==> src/rtl/decode_pipe.sv <==
// rtl/decode_pipe.sv - ID stage: register file, operand bypass, load-use hazard, ID/EX register (optional DECODE_STALL_CNT_EN stall counter)
module decode_pipe #(
  parameter int DATA_W      = 32,
  parameter int CTL_W       = 13,
  parameter int MEMREAD_BIT = 5,
  parameter int ZERO_REG    = 1
) (
  input  logic              clk,
  input  logic              rst,
  input  logic [31:0]       instruction,
  input  logic              in_valid,
  input  logic [CTL_W-1:0]  ctl_in,
  input  logic              imm_zext,
  input  logic              flush,
  input  logic              stall_in,
  input  logic              wr_en,
  input  logic [4:0]        wr_addr,
  input  logic [DATA_W-1:0] wr_data,
  output logic [DATA_W-1:0] rs_data,
  output logic [DATA_W-1:0] rt_data,
  output logic [DATA_W-1:0] imm_out,
  output logic [4:0]        rs_out,
  output logic [4:0]        rt_out,
  output logic [4:0]        rd_out,
  output logic [31:0]       instr_out,
  output logic [CTL_W-1:0]  ctl_out,
  output logic              out_valid,
  output logic              hazard
`ifdef DECODE_STALL_CNT_EN
  ,
  output logic [15:0]       stall_cnt
`endif
);

  localparam logic ZR = (ZERO_REG != 0);

  logic [DATA_W-1:0] rf_q [32];
  logic [DATA_W-1:0] rf_d [32];

  logic [DATA_W-1:0] rs_data_q, rs_data_d;
  logic [DATA_W-1:0] rt_data_q, rt_data_d;
  logic [DATA_W-1:0] imm_out_q, imm_out_d;
  logic [4:0]        rs_out_q, rs_out_d;
  logic [4:0]        rt_out_q, rt_out_d;
  logic [4:0]        rd_out_q, rd_out_d;
  logic [31:0]       instr_out_q, instr_out_d;
  logic [CTL_W-1:0]  ctl_out_q, ctl_out_d;
  logic              out_valid_q, out_valid_d;

  logic [4:0]        rs, rt, rd;
  logic [15:0]       imm;
  logic              wr_ok;
  logic              hazard_w;
  logic [DATA_W-1:0] rs_rd, rt_rd, imm_ext;

  assign rs    = instruction[25:21];
  assign rt    = instruction[20:16];
  assign rd    = instruction[15:11];
  assign imm   = instruction[15:0];
  // a write to r0 is dropped when r0 is hardwired
  assign wr_ok = wr_en && !(ZR && (wr_addr == 5'd0));

  // write-first read: a same-cycle write to the source register wins over the array
  assign rs_rd   = (wr_ok && (wr_addr == rs)) ? wr_data : rf_q[rs];
  assign rt_rd   = (wr_ok && (wr_addr == rt)) ? wr_data : rf_q[rt];
  assign imm_ext = {{(DATA_W-16){imm[15] & ~imm_zext}}, imm};

  // load in EX whose destination is a source of the instruction in ID
  assign hazard_w = out_valid_q & ctl_out_q[MEMREAD_BIT] & in_valid & (rt_out_q != 5'd0) &
                    ((rt_out_q == rs) | (rt_out_q == rt));
  assign hazard   = hazard_w;

  // register file next state: single write port
  always_comb begin
    rf_d = rf_q;
    if (wr_ok) rf_d[wr_addr] = wr_data;
  end

  // register file storage
  always_ff @(posedge clk or posedge rst) begin
    if (rst) begin
      for (int i = 0; i < 32; i++) rf_q[i] <= '0;
    end else begin
      rf_q <= rf_d;
    end
  end

  // ID/EX register next state: flush > stall > hazard bubble > normal load
  always_comb begin
    rs_data_d   = rs_data_q;
    rt_data_d   = rt_data_q;
    imm_out_d   = imm_out_q;
    rs_out_d    = rs_out_q;
    rt_out_d    = rt_out_q;
    rd_out_d    = rd_out_q;
    instr_out_d = instr_out_q;
    ctl_out_d   = ctl_out_q;
    out_valid_d = out_valid_q;
    if (flush) begin
      out_valid_d = 1'b0;
      ctl_out_d   = '0;
    end else if (stall_in) begin
      out_valid_d = out_valid_q;
    end else if (hazard_w) begin
      out_valid_d = 1'b0;
      ctl_out_d   = '0;
    end else begin
      rs_data_d   = rs_rd;
      rt_data_d   = rt_rd;
      imm_out_d   = imm_ext;
      rs_out_d    = rs;
      rt_out_d    = rt;
      rd_out_d    = rd;
      instr_out_d = instruction;
      out_valid_d = in_valid;
      ctl_out_d   = in_valid ? ctl_in : '0;
    end
  end

  // ID/EX register
  always_ff @(posedge clk or posedge rst) begin
    if (rst) begin
      rs_data_q   <= '0;
      rt_data_q   <= '0;
      imm_out_q   <= '0;
      rs_out_q    <= '0;
      rt_out_q    <= '0;
      rd_out_q    <= '0;
      instr_out_q <= '0;
      ctl_out_q   <= '0;
      out_valid_q <= 1'b0;
    end else begin
      rs_data_q   <= rs_data_d;
      rt_data_q   <= rt_data_d;
      imm_out_q   <= imm_out_d;
      rs_out_q    <= rs_out_d;
      rt_out_q    <= rt_out_d;
      rd_out_q    <= rd_out_d;
      instr_out_q <= instr_out_d;
      ctl_out_q   <= ctl_out_d;
      out_valid_q <= out_valid_d;
    end
  end

  assign rs_data   = rs_data_q;
  assign rt_data   = rt_data_q;
  assign imm_out   = imm_out_q;
  assign rs_out    = rs_out_q;
  assign rt_out    = rt_out_q;
  assign rd_out    = rd_out_q;
  assign instr_out = instr_out_q;
  assign ctl_out   = ctl_out_q;
  assign out_valid = out_valid_q;

`ifdef DECODE_STALL_CNT_EN
  logic [15:0] stall_cnt_q, stall_cnt_d;

  // count load-use bubbles actually inserted, saturating
  always_comb begin
    stall_cnt_d = stall_cnt_q;
    if (hazard_w && !stall_in && !flush && (stall_cnt_q != 16'hFFFF))
      stall_cnt_d = stall_cnt_q + 16'd1;
  end

  // stall counter register
  always_ff @(posedge clk or posedge rst) begin
    if (rst) stall_cnt_q <= '0;
    else     stall_cnt_q <= stall_cnt_d;
  end

  assign stall_cnt = stall_cnt_q;
`endif

endmodule
==> config.mk <==
export PLATFORM = sky130hd
export DESIGN_NAME = decode_pipe
export DESIGN_NICKNAME = d
export VERILOG_FILES = /design/src/rtl/decode_pipe.sv
export SDC_FILE = /design/constraint.sdc
export NUM_CORES = 2
export LEC_CHECK = 0
export ABC_AREA = 1
export CAP_MARGIN = 10
export CORE_MARGIN = 3
export CORE_UTILIZATION = 40
export DETAILED_ROUTE_END_ITERATION = 6
export GPL_ROUTABILITY_DRIVEN = 0
export PLACE_DENSITY_LB_ADDON = 0.1
export SYNTH_ARGS = -nofsm -noshare
export SYNTH_HDL_FRONTEND = slang
export SYNTH_SLANG_ARGS = --single-unit
export TNS_END_PERCENT = 50
==> constraint.sdc <==
create_clock -name clk -period 50.6 [get_ports clk]
set_input_delay 15.18 -clock clk [delete_from_list [all_inputs] [get_ports clk]]
set_output_delay 15.18 -clock clk [all_outputs]
set_load 0.05 [all_outputs]
# After elaboration in Yosys (flattened, before gate mapping)
# Index checks and enable logic that the tools add are counted.
# word_totals
wordCells	89
ff_bits	1166
out_inout_bits	158
inputBits	89
# classes
eq_ne	5
bitwise	13
reduce_logical	8
n_mux	18
n_lt_le_gt_ge	4
# op_table
operator	n
bitwise mux 1024 bit	1
binary-select mux 32 bit (select 5 bit)	2
2-to-1 mux 32 bit	7
demux 32 bit (select 5 bit)	1
2-to-1 mux 13 bit	4
== test 5 bit	4
greater-or-equal comparator 6 bit, second input constant	3
NOT 5 -> 6 bit	3
less-than comparator 6 x 1 -> 1 bit, second input constant	1
AND 1 bit	5
logical NOT 5 bit	1
nonzero test 5 bit	1
logical AND 1 bit	4
NOT 1 bit	4
2-to-1 mux 1 bit	3
AND reduction 3 bit	1
inequality test 2 bit, second input constant	1
logical NOT 1 bit	1
OR 1 bit	1

# Depth between registers and ports, before layout
# depth
word_depth	7
ltp_mapped	14
mapped_depth_nobuf	11

# Worst setup path after synthesis
# OpenSTA, ideal clock, no wires.
# synth_path
kind	input -> output
start	in instruction[24]
end	out hazard
arrival_ns	16.504
required_time_ns	35.420
path_stages	11
path_buffers	3
slack_ns	18.916
cell_sequence	buf_2 inv_2 nand2_1 nand2_1 nor2_1 nand3_1 nand2_1 nand2_1 buf_2 buf_1 inv_1
# synth_between
elab_chain_cells	3
# synth_lines
element	line	rtl
start, declared	10	input logic [31:0] instruction,
== test 5 bit	70	((rt_out_q == rs) | (rt_out_q == rt));
OR 1 bit	70	
AND 1 bit	69	assign hazard_w = out_valid_q & ctl_out_q[MEMREAD_BIT] & in_valid & (rt_out_q != 5'd0) &
end, declared	28	output logic hazard
# Every way passes these cells.

# Worst setup path after layout
# layout_path
start	in instruction[17]
end	out hazard
# The elaborated chain is that of the path after synthesis.

==> results.toml <==
[finish]
nNetsFinal = 8945
drive_gt1_frac = 0.0470
final_common_cell = "nand2_1"
fill_cells = 15800
syn_to_final_growth_pct = 11.2
mostFrequentLayoutCells = "3644 x nand2_1, 1492 x nand3_1, 1135 x dfrtp_1"
fin_area_mm2 = 0.0700

[worst_setup_path]
critical_path.max_stage_delay_ns = 0.81
reg2reg_depth = 10
end_kind = "output pin"
path_cells = "buf_8 -> inv_8 -> nand2_1 -> nand2_1 -> nor2_1 -> nand3_1 -> nand2_1 -> nand2_4 -> inv_1 -> clkdlybuf4s50_1"
slowest_stage = "clkdlybuf4s50_1"
crit_type = "in2out"
rrSetupSlack_ns = 46.81
startpoint_type = "primary input"
path_max_fanout = 80
r2r_start = "rt_out[2]"
crit_top_cell = "nand2_1"
crit_arrival_ns = 18.17
crit_required_ns = 35.42
r2r-end = "rs_data[20]"

[synthesis]
synth_cell_types = 27
syn-cell-area_mm2 = 0.0629
synth_top_cell_by_area = "dfrtp_1"
synth_edf_count = 0
synth_area_leaders = "dfrtp_1 45%, nand2_1 22%, nand3_1 12%"
synthCells = 9194
yosys_warnings = 0
yosysSeqAreaShare = 0.451
synth_fp_nets = 9283
synthArstFlopShare = 1.00
synth_ff_type = "dfrtp_1"
synth_top_cell_area_share = 0.451
synth-seq-cells = 1135
syn_avg_cell_area_um2 = 6.84

[grt]
grt_antenna_before_repair = 6
grt_pass1_vias = 59500
grt_use_total = 0.323
grt_max_degree = 182
grt_pass1_wl_mm = 395
gr-total-overflow = 0

[clocking]
clk_latency_ns = 0.78
cts_hold_buf = 0
clkSinkCount = 1135
cts_buffers = 136
cts_resized = 0
cts_tree = "yes"
htree_levels = 4
postCtsSetupBuffers = 0
clk_pin_slew_ns = 0.06
cts_buffer_depth = 3
root_buffer = "clkbuf_16"

[timing]
finalSetupViolCount = 0
worstMarginPinSlew_ns = 1.24
max-slew-margin-rel = 0.169
max_freq_ghz = 0.0300
slew_violations = 0
finalSetupTns_ns = 0
finClkSkew_ns = 0.0259
min_period_over_period = 0.659
finalCriticalPeriod_ns = 33.35
rsz0062_at_grt = "false"
hold_viol = 0

[floorplanning]
coreArea_mm2 = 0.155
dieArea_mm2 = 0.162
rows = 144
ios = 247
die_w_um = 403
initial_utilization = 0.406
die_h_um = 403

[min_path]
hold_path_startpoint = "rf_q[1016]"
hold_end = "rf_q[1016]"
hold_class = "reg2reg"
whs_path_depth = 0

[run_status]
violations = "DRC"
outcome = "finished, violations left"

[detailed_routing]
wirelength_mm = 266
firstDrtPassIters = 7
drt_iter0_markers = 8028
viasPerCell = 5.72
num_vias = 63000
wire_per_inst_um = 24.2
drc = 1
ant_nets = 0

[run]
max_cap_viol_count = 0

[power_and_ir_drop]
ir_worst_vdd_v = 0.0000380
power.density_mw_per_mm2 = 40.8
p_leak_nw = 33.2

[place]
dpl-instance-area_mm2 = 0.0655
dp_hpwl_mm = 137
port_buffers = 246
==> worst max-delay path: cells and delay by family <==
family	cells	cell delay, ns
AND/OR/NAND/NOR	6	1.03
buffers and inverters	4	1.82
==> per-stage QoR <==
stage               total power [mW]  setup WS [ns]  hold slack, ns  cells  utilization
floorplan                       1.69           3.46           0.450   9194            -
global placement                1.86          17.17           0.386  10800        0.422
detailed placement              1.88          17.27           0.389  10800        0.422
CTS                             2.86          17.27           0.401  11000        0.451
global route                    3.02          17.19           0.408  11000        0.451
finish                          2.86          17.25           0.400  11000        0.451
==> where the power goes <==
group	switching (mW)	total, mW	internal, mW
sequential	0.140	1.23	1.09
clock	0.409	0.980	0.571
combinational	0.419	0.643	0.225
==> cells in the mapped netlist, drive strengths merged, types with 6 or more instances <==
cell,instances
nand2,3662
nand3,1494
dfrtp,1135
o21ai,644
nor2,550
a21oi,483
clkbuf,472
buf,375
inv,285
o211ai,54
or2,14
nor3,10
xnor2,6
xor2,6
==> how the worst max path moves through the flow <==
stage / startpoint / endpoint / slack (ns) / cells past startpoint
finish: instruction[17] / hazard / 17.25 / 10
global route: instruction[17] / hazard / 17.19 / 10
CTS: instruction[24] / hazard / 17.27 / 11
detailed placement: instruction[24] / hazard / 17.27 / 11
global placement: instruction[24] / hazard / 17.17 / 11
floorplan: rst / ctl_out[0] / 3.46 / 1
==> cell families after synthesis <==
family / Yosys count / synth area share
flops: 1135 / 0.451
compound gates: 1181 / 0.0961
simple gates: 5734 / 0.375
xor+xnor: 12 / 0.00167
buf+inv: 1132 / 0.0758
==> final cells by class <==
cell class	instances	area (um2)	area share
inverters	285	1120	0.0160
clock inverters	30	235	0.00336
repair buffers	371	3510	0.0502
diodes	4	10.0	0.000143
well taps	2044	2560	0.0366
flip-flops and latches	1135	28400	0.406
clock buffers	213	4170	0.0596
multi-input cells	6927	29900	0.428
==> routing by layer <==
metal  vias up  global-route usage  wire length (um)
li1      28800                   -                 -
met5         -                   0                23
met4         4               0.121             10100
met2      3311               0.493            116000
met3       563              0.0596             25500
met1     30300               0.455            115000
==> flip-flops by register name, summed over array words and instances, names as in the netlist <==
register and count:
instr_out 8, rs_data 32, imm_out 17, rs_out 4, rf_q 1024, ctl_out 13, rt_data 32, out_valid 1
rt_out 4
(Power assumes the default switching activity.)
